`config.mk`:
```
export PLATFORM = sky130hd
export DESIGN_NAME = esm_slot_allocator
export DESIGN_NICKNAME = d
export VERILOG_FILES = /design/src/rtl/esm_slot_allocator.sv
export SDC_FILE = /design/constraint.sdc
export NUM_CORES = 1
export LEC_CHECK = 0
export CORE_MARGIN = 4
export CORE_UTILIZATION = 58
export CTS_CLUSTER_DIAMETER = 100
export DETAILED_ROUTE_END_ITERATION = 10
export GPL_TIMING_DRIVEN = 1
export PLACE_DENSITY = 0.83
export SLEW_MARGIN = 20
export SYNTH_ARGS = -nofsm -noshare
export SYNTH_HDL_FRONTEND = slang
export SYNTH_SLANG_ARGS = --single-unit
```
`constraint.sdc`:
```
create_clock -name clk -period 4.23 [get_ports clk]
set_input_delay 0.6345 -clock clk [delete_from_list [all_inputs] [get_ports clk]]
set_output_delay 0.6345 -clock clk [all_outputs]
set_load 0.01 [all_outputs]
```
`src/rtl/esm_slot_allocator.sv`:
```
`default_nettype none
// ============================================================================
// Module   : esm_slot_allocator
// Brief    : Shuffle-buffer slot allocator. Hands out the lowest free slot,
//            offers it to the shuffle core, and reclaims returned slots.
// Revision : 1.0 - initial release
// ============================================================================
module esm_slot_allocator #(
    parameter int BS = 16,
    parameter int IW = $clog2(BS)
) (
    input  logic          clk,
    input  logic          rst,
    input  logic          in_valid,
    output logic          in_ready,
    output logic          alloc_valid,
    output logic [IW-1:0] alloc_index,
    input  logic          alloc_ack,
    input  logic          rel_valid,
    input  logic [IW-1:0] rel_index,
    output logic [IW:0]   occupancy,
    output logic          full,
    output logic          empty,
    output logic          err_dbl_free
);

    typedef enum logic [0:0] {
        ST_IDLE  = 1'b0,
        ST_OFFER = 1'b1
    } state_t;

    localparam logic [IW:0] c_OCC_FULL = (IW+1)'(BS);

    state_t          r_state;
    state_t          w_state_nxt;
    logic [BS-1:0]   r_bitmap;
    logic [BS-1:0]   w_bitmap_nxt;
    logic [BS-1:0]   w_alloc_mask;
    logic [BS-1:0]   w_rel_mask;
    logic [IW:0]     r_occupancy;
    logic [IW:0]     w_occ_nxt;
    logic [IW-1:0]   r_alloc_index;
    logic [IW-1:0]   w_free_idx;
    logic            r_run;
    logic            r_err;
    logic            w_accept;
    logic            w_rel_legal;
    logic            w_rel_bad;

    // r_run keeps in_ready low while reset is held and for the reset cycle itself
    assign full        = (r_occupancy == c_OCC_FULL);
    assign empty       = (r_occupancy == '0);
    assign in_ready    = r_run && (r_state == ST_IDLE) && !full;
    assign alloc_valid = (r_state == ST_OFFER);
    assign alloc_index = r_alloc_index;
    assign occupancy   = r_occupancy;
    assign err_dbl_free = r_err;

    assign w_accept    = in_valid && in_ready;
    assign w_rel_legal = rel_valid && r_bitmap[rel_index];
    assign w_rel_bad   = rel_valid && !r_bitmap[rel_index];

    // Priority search from the top down so the lowest free index wins
    always_comb begin
        w_free_idx = '0;
        for (int i = BS - 1; i >= 0; i--) begin
            if (!r_bitmap[i]) begin
                w_free_idx = IW'(i);
            end
        end
    end

    always_comb begin
        w_alloc_mask = '0;
        w_rel_mask   = '0;
        if (w_accept) begin
            w_alloc_mask = BS'(1) << w_free_idx;
        end
        if (w_rel_legal) begin
            w_rel_mask = BS'(1) << rel_index;
        end
        w_bitmap_nxt = (r_bitmap | w_alloc_mask) & ~w_rel_mask;
    end

    always_comb begin
        w_occ_nxt = r_occupancy;
        case ({w_accept, w_rel_legal})
            2'b10:   w_occ_nxt = r_occupancy + (IW+1)'(1);
            2'b01:   w_occ_nxt = r_occupancy - (IW+1)'(1);
            default: w_occ_nxt = r_occupancy;
        endcase
    end

    always_comb begin
        w_state_nxt = r_state;
        case (r_state)
            ST_IDLE:  if (w_accept)  w_state_nxt = ST_OFFER;
            ST_OFFER: if (alloc_ack) w_state_nxt = ST_IDLE;
            default:  w_state_nxt = ST_IDLE;
        endcase
    end

    always_ff @(posedge clk or posedge rst) begin
        if (rst) begin
            r_state       <= ST_IDLE;
            r_bitmap      <= '0;
            r_occupancy   <= '0;
            r_alloc_index <= '0;
            r_run         <= 1'b0;
            r_err         <= 1'b0;
        end else begin
            r_state     <= w_state_nxt;
            r_bitmap    <= w_bitmap_nxt;
            r_occupancy <= w_occ_nxt;
            r_run       <= 1'b1;
            if (w_accept) begin
                r_alloc_index <= w_free_idx;
            end
            if (w_rel_bad) begin
                r_err <= 1'b1;
            end
        end
    end

endmodule
`default_nettype wire

```
**Word level (Yosys, flattened, before mapping)**

Cells that the tools add are included.
Widths: inputs -> output; s select.

- $add $sub $neg: 2
- Order comparisons: 1
- Eq/ne operators: 3
- Shifts and indexed selects: 2
- Mux-type cells: 24
- Bitwise operators: 4
- Reductions and logical operators: 9

Operators with widths:

| cell | number |
|---|---|
| $mux 4 | 16 |
| $mux 16 | 2 |
| $shl 1x4->16 const A | 2 |
| $and 16x16->16 | 1 |
| $not 16->16 | 1 |
| $or 16x16->16 | 1 |
| $pmux 5 s2 | 1 |
| $add 5x1->5 const B | 1 |
| $eq 5x5->1 const B | 1 |
| $logic_and 1x1->1 | 5 |
| $logic_not 5->1 | 1 |
| $lt 4x5->1 const B | 1 |
| $sub 5x1->5 const B | 1 |
| $bmux 1 s4 | 1 |
| $mux 1 | 3 |
| $eq 2x1->1 const B | 1 |
| $eq 2x2->1 const B | 1 |
| $logic_not 1->1 | 2 |
| $pmux 1 s2 | 1 |
| $reduce_bool 2->1 | 1 |
| $not 1->1 | 1 |

- Register bits: 28
- Input bits: 9
- Output and inout port bits: 14
- Word-level logic and storage cells: 51

**Depth between registers and ports, before layout**

Gate-level depths: netlist (run 1).

- Depth after elaboration: 20
- Gate-level depth with buffers: 15
- Mapped depth without buffers: 14

**Least setup slack after synthesis (run 1)**

Ideal clock, no wire load.

- Path type: input -> register
- From: input rel_index[0]
- To: register r_occupancy[4], in the netlist occupancy[4]
- Library setup time: 131 ps
- Data arrival time: 2776 ps
- Required time: 4099 ps
- Slack: 1323 ps
- Cell stages on the path: 13
- Buffers on the path: 0
- Cells stage by stage: mux4_2 -> mux2_2 -> a21oi_2 -> nor2b_1 -> ha_1 -> inv_1 -> fa_1 -> inv_1 -> a21o_1 -> a21oi_1 -> xnor2_1 -> nor2_1 -> xor2_1

- Word-level cells in the longest chain between the ends: 5
- Elaborated cells on any way between the ends: 7
- Those cells by class: eq/ne (2); mux (3); reduce/logical (2)

Ends and longest elaborated chain:

| what | RTL line | source |
|---|---|---|
| start: declaration | 20 | `input logic [IW-1:0] rel_index,` |
| $bmux 1 s4 (*) | 60 | `assign w_rel_legal = rel_valid && r_bitmap[rel_index];` |
| $mux 1 (not written as such) (*) | 60 |  |
| $logic_and 1x1->1 (*) | 60 |  |
| $eq 2x1->1 / $eq 2x2->1 (equally long branches) | 87 | `case ({w_accept, w_rel_legal})` |
| $pmux 5 s2 / $reduce_bool 2->1 (equally long branches) | -- |  |
| end signal: assignment | 114 | `r_occupancy <= w_occ_nxt;` |
| end: declaration | 40 | `logic [IW:0] r_occupancy;` |

Every way passes the cells marked *; elsewhere a longest branch is shown, timed or not. The select of a mux whose other input is x is not followed.
A chain may end at the register's enable or synchronous reset.

**Final worst setup path (run 1)**

Same ends and word-level chain as after synthesis.

==> impl_metrics.py, run 1 <==
metrics = {
    "layout": {
        "final_nets": 209,
        "fill_cells": 201,
        "drive_above_1_share_pct": 10.9,
        "antennaDiodeCount": 0,
        "design_area_um2": 1930,
        "final_cells": 224,
        "syn2layout_area_growth_pct": 15.7,
    },
    "global_route": {
        "antenna_found_initial": 0,
        "grt_pass1_wl_mm": 6.00,
        "grt_max_degree": 29,
        "first_global_vias": 1304,
        "grt_overflow": 0,
        "grt_usage_pct": 21.4,
    },
    "logic_synthesis": {
        "synth_cells": 171,
        "synth.most_common_cell": "dfrtp_1",
        "synthArstFlopShare_pct": 100,
        "yosysTopAreaCell": "dfrtp_1",
        "synth_fp_nets": 185,
        "ys_top_cells_by_area": "dfrtp_1 (42%), mux4_2 (5.4%), nand2_1 (5.2%)",
        "synth_flop_cell": "dfrtp_1",
        "synth_common_cells": "dfrtp_1 (28), nand2_1 (23), inv_1 (13)",
        "synth_edf_count": 0,
        "ys_seq_area_share_pct": 41.9,
        "synth_area_um2": 1670,
        "syn_area_per_cell_um2": 9.77,
        "synth.top_cell.area_share_pct": 41.9,
        "synth_seq_cells": 28,
        "synth_cell_types": 45,
        "yosys_warnings": 0,
    },
    "cts": {
        "cts_buffer_depth": 2,
        "cts-root-buf": "clkbuf_4",
        "cts_setup_buffers": 0,
        "cts_num_sinks": 28,
        "postCtsResizedCells": 0,
        "htree_levels": 1,
        "cts_made_buffers": 3,
        "clk_latency_ns": 0.33,
        "cts_hold_buf": 0,
        "cts_tree": "built",
        "clkTransAtPathRegs_ns": 0.15,
    },
    "timing": {
        "grt_setup_unrepaired": "false",
        "fmax_mhz": 275,
        "post-route-min-period_ns": 3.63,
        "finClkSkew_ns": 0.0129,
        "final_max_slew_viol_count": 0,
        "period_share_pct": 85.9,
        "setup_ws_ns": 0.597,
        "hold_violations": 0,
        "slew_headroom_pct": 61.1,
        "setup-tns-final_ns": 0,
        "tightest_slew_ns": 0.582,
        "setup_violations": 0,
    },
    "run_status": {
        "outcome": "complete, no violations",
    },
    "power": {
        "p_int_w": 0.000594,
        "power.share.sequential_pct": 41.9,
        "p_leak_nw": 0.810,
        "max-vdd-ir-drop_mv": 0.484,
        "power.share.clock_pct": 10.8,
        "p_per_area_nw_per_um2": 517,
        "switchingPower_w": 0.000406,
        "p_sw_share_pct": 40.6,
        "p_comb_share_pct": 47.3,
        "total_power_w": 0.00100,
    },
    "setup_path": {
        "crit_type": "in2reg",
        "worstPathMaxFanout": 13,
        "critPathArrivalTime_ns": 3.86,
        "required_ns": 4.46,
        "cp-start-kind": "primary input",
        "endpoint_kind": "flip-flop",
    },
    "floorplan": {
        "die_y_um": 61.7,
        "die_area_um2": 3800,
        "num_rows": 19,
        "core_area_um2": 2760,
        "initial_core_util_pct": 60.6,
        "pin_count": 23,
        "die_x_um": 61.7,
    },
    "drt": {
        "final_antenna_net_count": 0,
        "wl_per_cell_um": 16.1,
        "vias": 1384,
        "dr.pass1.iters": 4,
        "viasPerCell": 6.18,
        "drtIter0Drc": 83,
        "drc_errors": 0,
        "routed_wl_mm": 3.60,
    },
    "placement": {
        "place_inst": 221,
        "gp_congestion": 0.879,
        "placed_area_um2": 1910,
        "dp_slack_ns": 0.228,
        "port_buffers": 22,
        "dp_hpwl_mm": 2.76,
    },
    "job": {
        "maxCapViolCount": 0,
    },
    "min_path": {
        "hold_class": "reg2reg",
    },
}
-- routing by layer --
layer | GRT usage [%] | wire [µm] | up-vias | part of all wire, %
met3 | 3.56 | 243 | 7 | 6.7
li1 | - | - | 656 | -
met2 | 33.3 | 1710 | 68 | 47
met1 | 29.4 | 1580 | 653 | 44
met5 | 0 | 0 | - | 0
met4 | 9.39 | 65 | 0 | 1.8
-- cell type report --
type / count / area [µm²] / share of cell area (%)
Multi-Input combinational cell: 126 / 898 / 46.5
Sequential cell: 28 / 701 / 36.2
Timing Repair Buffer: 22 / 220 / 11.4
Inverter: 14 / 52.6 / 2.72
Tap cell: 31 / 38.8 / 2.01
Clock buffer: 3 / 22.5 / 1.17
-- cells in the final DEF, fill, tap and decap left out, types with 2 or more instances in the layout --
master           instances
dfrtp_1                 28
nand2_1                 23
clkdlybuf4s50_1         22
inv_1                   12
a21oi_1                 11
nor2_1                  10
o21ai_0                  9
nor2b_1                  7
o22ai_1                  5
mux4_2                   4
a31oi_1                  4
nand4_1                  4
o31ai_1                  4
ha_1                     4
a21oi_2                  3
nand2b_1                 3
a21o_1                   3
xor2_1                   3
clkbuf_4                 3
mux2i_1                  2
and3_1                   2
o32a_1                   2
xnor2_1                  2
-- sequential cells by signal, indices dropped and copies added (netlist names) --
signal	cells
r_bitmap	16
alloc_index	4
err_dbl_free	1
alloc_valid	1
r_run	1
occupancy	5
-- power groups by stage --
stage	sequential (W)	combinational, W	clock, W
final	0.000419	0.000473	0.000108
after global routing	0.000431	0.000527	0.000122
after CTS	0.000417	0.000474	0.000111
after detailed placement	0.000423	0.000473	0
after global placement	0.000418	0.000452	0
after floorplan	0.000425	0.000288	0
-- critical path: stages --
cell and delay, ns:
clkdlybuf4s50_1 0.80, mux4_2 0.59, mux2_2 0.29, a21oi_2 0.16, nor2b_1 0.06, ha_1 0.23, inv_1 0.12, fa_1 0.23
inv_1 0.06, a21o_1 0.18, a21oi_1 0.17, xnor2_1 0.13, nor2_1 0.06, xor2_1 0.14
-- final timing paths --
path / from / endpoint / slack, ns / cells past startpoint
max: rel_index[0] / occupancy[4] / 0.60 / 14
min: err_dbl_free / err_dbl_free / 0.49 / 1
max reg2reg: r_bitmap[9] / occupancy[4] / 1.32 / 13
min reg2reg: err_dbl_free / err_dbl_free / 0.49 / 1
max in group asynchronous: rst / r_bitmap[1] / 3.17 / 2
min in group asynchronous: rst / alloc_index[3] / 0.66 / 2
-- kinds of logic after synthesis --
family                     synth area share [%]
and+or+nand+nor                            18.7
AOI/OAI and AO/OA                          20.8
DFF                                        41.9
buffers and inverters                      4.27
muxes                                      7.27
adders and majority gates                  4.19
xor gates and xnor gates                   2.62
other                                     0.225
-- stage by stage --
step	hold slack [ns]	utilization, %
after global placement	0.453	69.3
after global routing	0.518	70.1
final	0.494	70.1
after detailed placement	0.460	69.3
after CTS	0.492	70.1
after floorplan	0.493	-
No activity file was read; power rests on OpenSTA's default activity.
==> run 2, diff against run 1 <==
--- a/config.mk
+++ b/config.mk
@@ -5,12 +5,13 @@
 export SDC_FILE = /design/constraint.sdc
 export NUM_CORES = 1
 export LEC_CHECK = 0
+export ABC_AREA = 1
 export CORE_MARGIN = 4
-export CORE_UTILIZATION = 58
+export CORE_UTILIZATION = 59
 export CTS_CLUSTER_DIAMETER = 100
 export DETAILED_ROUTE_END_ITERATION = 10
 export GPL_TIMING_DRIVEN = 1
-export PLACE_DENSITY = 0.83
+export PLACE_DENSITY = 0.84
 export SLEW_MARGIN = 20
 export SYNTH_ARGS = -nofsm -noshare
 export SYNTH_HDL_FRONTEND = slang
==> run 2 against run 1 <==
Compared with the run above: synthesized area rose by 5.0%; register-to-register slack improved by 0.25 ns; setup slack better by 0.42 ns; highest routed layer unchanged.
==> impl_metrics.py, run 2 <==
metrics = {
    "setup_path": {
        "critical-path-top-delay-family": "simple AND/OR/NAND/NOR gates",
        "reg2reg_from": "occupancy[1]",
        "r2r_slack_ns": 1.57,
        "worst-path-buf-inv": 3,
        "required_ns": 4.47,
        "crit_type": "in2reg",
        "critPathSlowestCell": "clkdlybuf4s50_1",
        "path_cells": "clkdlybuf4s50_1 > inv_1 > nand2_1 > o22ai_1 > a221oi_1 > nand2_1 > nand3_1 > nand2_1 > nand2_2 > inv_1 > ha_1 > ha_1 > nand2_1 > nor2_1 > a211oi_1 > nand2_1 > nand2_1 > nor2_1 > xor2_1",
        "cp-start-kind": "primary input",
        "r2r_cells": 14,
        "startpoint": "rel_index[0]",
        "cpPeakStageDelay_ns": 0.53,
        "worstPathMaxFanout": 5,
        "critPathArrivalTime_ns": 3.45,
        "crit_top_cell": "nand2_1",
        "endpoint_kind": "flip-flop",
        "cp_num_cells": 19,
    },
    "floorplan": {
        "initial_core_util_pct": 62.5,
        "pin_count": 23,
        "die_x_um": 62.5,
        "num_rows": 19,
        "die_y_um": 62.5,
        "die_area_um2": 3910,
        "core_area_um2": 2810,
    },
    "logic_synthesis": {
        "ys_seq_area_share_pct": 39.9,
        "synthArstFlopShare_pct": 100,
        "synth_seq_cells": 28,
        "synth.top_cell.area_share_pct": 39.9,
        "synth_fp_nets": 241,
        "synth_flop_cell": "dfrtp_1",
        "synth_edf_count": 0,
        "synth_cell_types": 41,
        "synth_cells": 227,
        "ys_top_cells_by_area": "dfrtp_1 (40%), nor2_1 (7.7%), nand2_1 (7.5%)",
        "synth_area_um2": 1750,
        "syn_area_per_cell_um2": 7.73,
        "synth.most_common_cell": "nor2_1",
        "yosys_warnings": 0,
        "yosysTopAreaCell": "dfrtp_1",
        "synth_common_cells": "nor2_1 (36), nand2_1 (35), dfrtp_1 (28)",
    },
    "global_route": {
        "grt_max_degree": 29,
        "use_met1_pct": 32.1,
        "grt_overflow": 0,
        "grt_use_met2_pct": 34.2,
        "use_met3_pct": 2.70,
        "first_global_vias": 1462,
        "grt_usage_pct": 22.0,
        "busiest_layer": "met2",
        "grt_pass1_wl_mm": 6.95,
        "antenna_found_initial": 0,
    },
    "timing": {
        "grt_setup_unrepaired": "false",
        "setup_violations": 0,
        "finClkSkew_ns": 0.00653,
        "slew_headroom_pct": 61.5,
        "holdWs_ns": 0.502,
        "setup-tns-final_ns": 0,
        "fmax_mhz": 311,
        "tightest_slew_ns": 0.576,
        "hold_violations": 0,
        "final_max_slew_viol_count": 0,
        "period_share_pct": 76.0,
        "post-route-min-period_ns": 3.21,
    },
    "cts": {
        "cts_made_buffers": 3,
        "cts_buffer_depth": 2,
        "cts-root-buf": "clkbuf_4",
        "cts_setup_buffers": 0,
        "cts_num_sinks": 28,
        "cts_tree": "built",
        "htree_levels": 1,
        "cts_hold_buf": 0,
        "clk_latency_ns": 0.33,
        "clkTransAtPathRegs_ns": 0.15,
        "postCtsResizedCells": 0,
    },
    "layout": {
        "final_cell_mix": "nor2_1 (36), nand2_1 (35), dfrtp_1 (28)",
        "final_nets": 266,
        "final_core_util_pct": 72.7,
        "largest_reg_flops": 16,
        "syn2layout_area_growth_pct": 16.2,
        "design_area_um2": 2040,
        "top_register": "r_bitmap",
        "antennaDiodeCount": 0,
        "final_common_cell": "nor2_1",
        "drive_above_1_share_pct": 14.3,
        "fill_cells": 227,
    },
    "min_path": {
        "hold_class": "reg2reg",
        "hp-start": "alloc_index[3]",
        "min_path_cells": 2,
    },
    "drt": {
        "wl_per_cell_um": 14.4,
        "drtIter0Drc": 155,
        "final_antenna_net_count": 0,
        "viasPerCell": 5.78,
        "drc_errors": 0,
        "vias": 1629,
        "dr.pass1.iters": 4,
        "routed_wl_mm": 4.07,
    },
    "placement": {
        "dp_hpwl_mm": 3.16,
        "gp_congestion": 0.949,
        "placed_area_um2": 2000,
        "port_buffers": 22,
    },
    "power": {
        "power.share.clock_pct": 11.3,
        "max-vdd-ir-drop_mv": 0.369,
        "p_per_area_nw_per_um2": 571,
        "p_sw_share_pct": 44.8,
        "total_power_w": 0.00116,
        "power.share.sequential_pct": 39.9,
        "switchingPower_w": 0.000522,
        "p_int_w": 0.000643,
        "p_leak_nw": 0.949,
        "p_comb_share_pct": 48.8,
    },
    "job": {
        "maxCapViolCount": 0,
    },
    "run_status": {
        "outcome": "complete, no violations",
    },
}
[run 2: changes by cell type in the layout (fill, tap and decap cells not counted), moves of 5 or more]
cell,previous run,this run
inv_1,12,26
inv_2,1,9
nand3_1,0,9
nor2_1,10,36
nor2_2,0,5
nand4_1,4,14
nand2_1,23,35
nor2b_1,7,0
[run 2: cells by family after synthesis]
kind of cell    Yosys count  share of synthesized area, %
compound gates           34                          12.6
xor+xnor                  3                          1.50
fa+ha+maj                 5                          3.99
buf+inv                  39                          8.70
flops                    28                          39.9
other cells               1                         0.214
simple gates            117                          33.1
[run 2: cell type report]
type                       count  area (µm²)  area share (%)
sequential                    28         701            34.4
clock buffer                   4        36.3            1.78
multi-input combinational    160         901            44.2
timing repair buffer          22         220            10.8
inverter                      37         141            6.94
tap                           31        38.8            1.90
[run 2: path summary, 6_finish.rpt]
path / endpoint
setup / recovery: occupancy[4]
min in group asynchronous: alloc_valid
hold reg to reg: alloc_index[3]
setup reg to reg: occupancy[4]
hold / removal: alloc_index[3]
max in group asynchronous: r_bitmap[11]
[run 2: metrics by stage]
stage | instances | setup WS, ns
4_1_cts | 282 | 1.04
5_1_grt | 282 | 0.823
3_3_place_gp | 278 | 0.731
6_report | 282 | 1.02
2_1_floorplan | 227 | 1.45
3_5_place_dp | 278 | 0.675
[run 2: power groups by stage]
stage,registers (W),clock network [W],logic (W)
after CTS,0.000462,0.000132,0.000568
after floorplan,0.000461,0,0.000369
after global routing,0.000479,0.000145,0.000642
final,0.000465,0.000132,0.000568
after detailed placement,0.000468,0,0.000564
after global placement,0.000467,0,0.000552
[run 2: per-layer routing]
layer / up-vias / share of wire, %
met2: 70 / 47
li1: 797 / -
met5: - / 0
met3: 11 / 7.3
met1: 751 / 44
met4: 0 / 1.5
[run 2: tightest hold or removal path: cells and delay by family, from the launching register on]
| kind | cells | cell delay (ns) |
|---|---|---|
| flops | 1 | 0.37 |
| simple gates | 2 | 0.12 |
==> run 3, diff against run 2 <==
--- a/config.mk
+++ b/config.mk
@@ -7,11 +7,11 @@
 export LEC_CHECK = 0
 export ABC_AREA = 1
 export CORE_MARGIN = 4
-export CORE_UTILIZATION = 59
+export CORE_UTILIZATION = 49
 export CTS_CLUSTER_DIAMETER = 100
 export DETAILED_ROUTE_END_ITERATION = 10
 export GPL_TIMING_DRIVEN = 1
-export PLACE_DENSITY = 0.84
+export PLACE_DENSITY = 0.74
 export SLEW_MARGIN = 20
 export SYNTH_ARGS = -nofsm -noshare
 export SYNTH_HDL_FRONTEND = slang
==> constraint.sdc (replaced) <==
create_clock -name clk -period 2.8 [get_ports clk]
set_input_delay 0.42 -clock clk [delete_from_list [all_inputs] [get_ports clk]]
set_output_delay 0.42 -clock clk [all_outputs]
set_load 0.01 [all_outputs]
==> run 3 against run 2 <==
Compared with the run above: via count rose by 0.92%; total power rose by 64%; clock skew rose by 0.010 ns; die area rose by 18%; sequential cell count did not move; critical path type unchanged.
==> impl_metrics.py, run 3 (same netlist as run 2, synthesis figures left out) <==
metrics = {
    "global_route": {
        "grt_overflow": 0,
        "grt_pass1_wl_mm": 7.09,
        "grt_max_degree": 29,
        "antenna_found_initial": 0,
        "first_global_vias": 1548,
        "grt_usage_pct": 20.3,
    },
    "timing": {
        "setup_violations": 0,
        "grt_setup_unrepaired": "false",
        "fmax_mhz": 403,
        "final_max_slew_viol_count": 0,
        "post-route-min-period_ns": 2.48,
        "finClkSkew_ns": 0.0168,
        "setup-tns-final_ns": 0,
        "period_share_pct": 88.6,
        "hold_violations": 0,
    },
    "drt": {
        "drtIter0Drc": 77,
        "vias": 1644,
        "drc_errors": 0,
        "routed_wl_mm": 4.09,
        "wl_per_cell_um": 13.1,
        "dr.pass1.iters": 4,
        "viasPerCell": 5.25,
        "final_antenna_net_count": 0,
    },
    "floorplan": {
        "pin_count": 23,
        "num_rows": 21,
        "die_area_um2": 4600,
        "core_area_um2": 3390,
        "die_y_um": 67.8,
        "initial_core_util_pct": 51.8,
        "die_x_um": 67.8,
    },
    "min_path": {
        "hold_class": "in2async",
    },
    "placement": {
        "placed_area_um2": 2140,
        "dp_hpwl_mm": 3.26,
        "gp_congestion": 0.937,
        "port_buffers": 22,
    },
    "power": {
        "p_sw_share_pct": 42.3,
        "switchingPower_w": 0.000806,
        "max-vdd-ir-drop_mv": 0.525,
        "power.share.sequential_pct": 37.3,
        "p_comb_share_pct": 48.8,
        "p_leak_nw": 1.05,
        "p_int_w": 0.00110,
        "p_per_area_nw_per_um2": 850,
        "power.share.clock_pct": 13.9,
    },
    "layout": {
        "final_nets": 282,
        "fill_cells": 297,
        "final_cell_mix": "nand2_1 (34), nor2_1 (34), dfrtp_1 (28)",
        "top_register": "r_bitmap",
        "syn2layout_area_growth_pct": 27.7,
        "largest_reg_flops": 16,
        "antennaDiodeCount": 0,
        "drive_above_1_share_pct": 22.1,
        "design_area_um2": 2240,
    },
    "cts": {
        "cts_setup_buffers": 0,
        "clk_latency_ns": 0.34,
        "cts-root-buf": "clkbuf_4",
        "htree_levels": 1,
        "cts_tree": "built",
        "cts_buffer_depth": 2,
        "cts_hold_buf": 0,
        "cts_num_sinks": 28,
        "cts_made_buffers": 3,
        "clkTransAtPathRegs_ns": 0.16,
    },
    "setup_path": {
        "crit_type": "in2reg",
        "cp-start-kind": "primary input",
        "endpoint_kind": "flip-flop",
        "required_ns": 3.05,
        "worstPathMaxFanout": 5,
        "critPathArrivalTime_ns": 2.73,
    },
    "job": {
        "maxCapViolCount": 0,
    },
    "run_status": {
        "outcome": "complete, no violations",
    },
}
run 3: final cells by class:
| type | count | area [µm²] | area share (%) |
|---|---|---|---|
| well taps | 46 | 57.6 | 2.57 |
| multi-input cells | 160 | 946 | 42.2 |
| inverters | 37 | 141 | 6.31 |
| flip-flops and latches | 28 | 701 | 31.3 |
| clock buffers | 3 | 22.5 | 1.01 |
| repair buffers | 38 | 342 | 15.3 |
| clock inverters | 1 | 30.0 | 1.34 |
run 3: through the flow:
stage	std cells	setup slack (ns)	util [%]	hold WS [ns]	total power, W
2_1_floorplan	227	0.238	-	0.485	0.00125
3_3_place_gp	309	-0.282	63.2	0.454	0.00160
3_5_place_dp	309	-0.377	63.2	0.454	0.00161
4_1_cts	313	0.0281	65.0	0.424	0.00188
5_1_grt	313	0.0509	66.1	0.461	0.00206
6_report	313	0.320	66.1	0.408	0.00190
run 3: power groups by stage:
stage          Combinational, W  Sequential, W  Clock [W]
2_1_floorplan          0.000558       0.000697          0
3_3_place_gp           0.000886       0.000711          0
3_5_place_dp           0.000896       0.000711          0
4_1_cts                0.000909       0.000703   0.000269
5_1_grt                 0.00105       0.000733   0.000283
6_report               0.000930       0.000710   0.000266
run 3: final timing paths:
check                             startpoint           end  slack, ns  depth (start not counted)
worst max register to register   r_bitmap[6]  occupancy[4]       0.33                         17
worst max-delay path            rel_index[1]  occupancy[4]       0.32                         18
worst min register to register  err_dbl_free  err_dbl_free       0.48                          1
max in group asynchronous                rst  r_bitmap[10]       2.11                          3
worst min-delay path                     rst  occupancy[1]       0.41                          3
min in group clk                err_dbl_free  err_dbl_free       0.48                          1
run 3: routing by layer:
metal  up-vias  GRT usage [%]  wire [µm]
li1        832              -          -
met1       764           28.7       1840
met2        39           32.9       1990
met3         9           1.48        170
met4         0           6.70         89
met5         -              0          0
run 3: what timing repair did:
| item | in CTS | in global routing |
|---|---|---|
| pin swaps | 0 | 2 |
| setup endpoints to repair | 1 | 2 |
| resized for setup | 5 | 6 |
run 3: critical path, stage by stage:
cell,delay (ns)
dlygate4sd2_1,0.31
nand2_2,0.15
o22ai_1,0.09
a221oi_1,0.23
nand2_1,0.11
nand3_2,0.08
nand2_1,0.06
nand2_2,0.07
inv_1,0.06
ha_4,0.18
ha_1,0.29
nand2_1,0.09
nor2_2,0.04
a211oi_2,0.22
nand2_1,0.08
nand2_1,0.06
nor2_1,0.04
xor2_1,0.13
==> RTL change: new RTL, flow settings as in run 1 <==
Register the output `err_dbl_free` once more, with the module's reset; this adds one clock of latency there. The other outputs are not delayed to match.
--- a/src/rtl/esm_slot_allocator.sv
+++ b/src/rtl/esm_slot_allocator.sv
@@ -56,3 +56,9 @@
     assign occupancy   = r_occupancy;
-    assign err_dbl_free = r_err;
+    always_ff @(posedge clk or posedge rst) begin
+        if (rst) begin
+            err_dbl_free <= '0;
+        end else begin
+            err_dbl_free <= r_err;
+        end
+    end
 
Check against the original RTL: not equivalent (Yosys sat finds a counterexample within 4 cycles, from zero or initial values and one cycle with rst high).
==> RTL change against run 1 <==
Die area rose by 1.3%; area after synthesis is 1.5% higher; sequential cell count up 1; setup slack better by 0.045 ns; power grew 5.9%; sequential power up 3%; cell area increased by 2.8%; count of clock-buffer cells in the layout rose by 3; routed wire length rose by 2.6%; critical path type unchanged; critical endpoint unchanged; largest cell class unchanged.
==> RTL change: results (changes against run 1) <==
stage;metric;value;unit;change
status;status;completed;;
synthesis;syn_nets;186;;+0.54%
routing;wirelength;3.70;mm;+2.6%
global_routing;grt_use_total;0.225;;+0.0115
pwr;vdd_drop_max;0.407;mV;-16%
synthesis;synth-compound-area-share;0.205;;-0.00307
worst_hold_path;min-delay-start;r_err;;
clocking;cts_made_buffers;5;;+2
placed_design;pre_cts_slack;0.249;ns;+0.0208 ns
finish;final-seq-area;726;um^2;+3.6%
finish;seq-cell-share;0.365;;+0.00278
worst_hold_path;hold_depth;0;;-1
synthesis;synth_fa_ha_area_frac;0.0413;;-0.000619
critical_path;reg2reg_from;r_bitmap[12];;
routing;via_count;1413;;+2.1%
synthesis;synthXorXnorAreaFrac;0.0258;;-0.000387
finish;drive_gt1_frac;0.126;;+0.0168
finish;nClkBuffers;6;;+3
placed_design;dpl-instance-area;1940;um^2;+1.3%
pwr;p_leak;0.000837;uW;+3.3%
synthesis;synth.yosys.seq_area_share;0.428;;+0.00857
finish;numSequentialCells;29;;+3.6%
synthesis;synth_area_leaders;dfrtp_1 43%, mux4_2 5.3%, nand2_1 5.1%;;
critical_path;regToRegSetupSlack;1.36;ns;+0.04 ns
clocking;path_clk_slew;0.10;ns;-0.05 ns
timing;skew;0.0191;ns;+0.00612 ns
global_routing;grt_max_degree;30;;+3.4%
clocking;ctsHtreeMaxLevel;2;;+1
worst_hold_path;whs_endpoint;err_dbl_free;;
die;die-area;3850;um^2;+1.3%
critical_path;crit_arrival;3.83;ns;-0.03 ns
pwr;cell_internal_pwr;631;uW;+6.3%
pwr;combPwrFrac;0.438;;-0.035
placed_design;place_hpwl;2.76;mm;-0.15%
synthesis;muxShareOfSynthArea;0.0716;;-0.00107
synthesis;yosys-top-cells-count;29 x dfrtp_1, 23 x nand2_1, 13 x inv_1;;
pwr;powerDensity;533;nW/um^2;+3.1%
finish;nFillCells;205;;+2.0%
pwr;seq_power;432;uW;+3%
finish;final-nonclk-buf-share;0.111;;-0.00309
global_routing;grt_pass1_wl;6.19;mm;+3.2%
routing;drtIter0Drc;63;;-24%
timing;worst_slack;0.642;ns;+0.0452 ns
finish;layout.nets;212;;+1.4%
finish;clk_share;0.0258;;+0.0142
clocking;insertion_delay;0.35;ns;+0.02 ns
## RTL change: changes by cell type after synthesis, sizes merged
| cell | delta |
|---|---|
| dfrtp | +1 |
## RTL change: worst max-delay path, cell delays in order
cell	delay [ns]
clkdlybuf4s50_1	0.79
mux4_2	0.59
mux2_2	0.28
a21oi_2	0.15
nor2b_1	0.06
ha_1	0.23
inv_1	0.12
fa_1	0.22
inv_1	0.05
a21o_1	0.17
a21oi_1	0.17
xnor2_1	0.14
nor2_1	0.07
xor2_1	0.14
## RTL change: metrics by stage
stage | hold WS [ns] | std cells
after floorplan | 0.355 | 172
after CTS | 0.406 | 230
final | 0.405 | 230
after global routing | 0.421 | 230
after detailed placement | 0.383 | 222
after global placement | 0.374 | 222
## RTL change: routing by layer
metal,GRT usage,share of wire
met1,0.272,0.41
met2,0.368,0.49
met3,0.0640,0.069
met4,0.112,0.030
met5,0,0
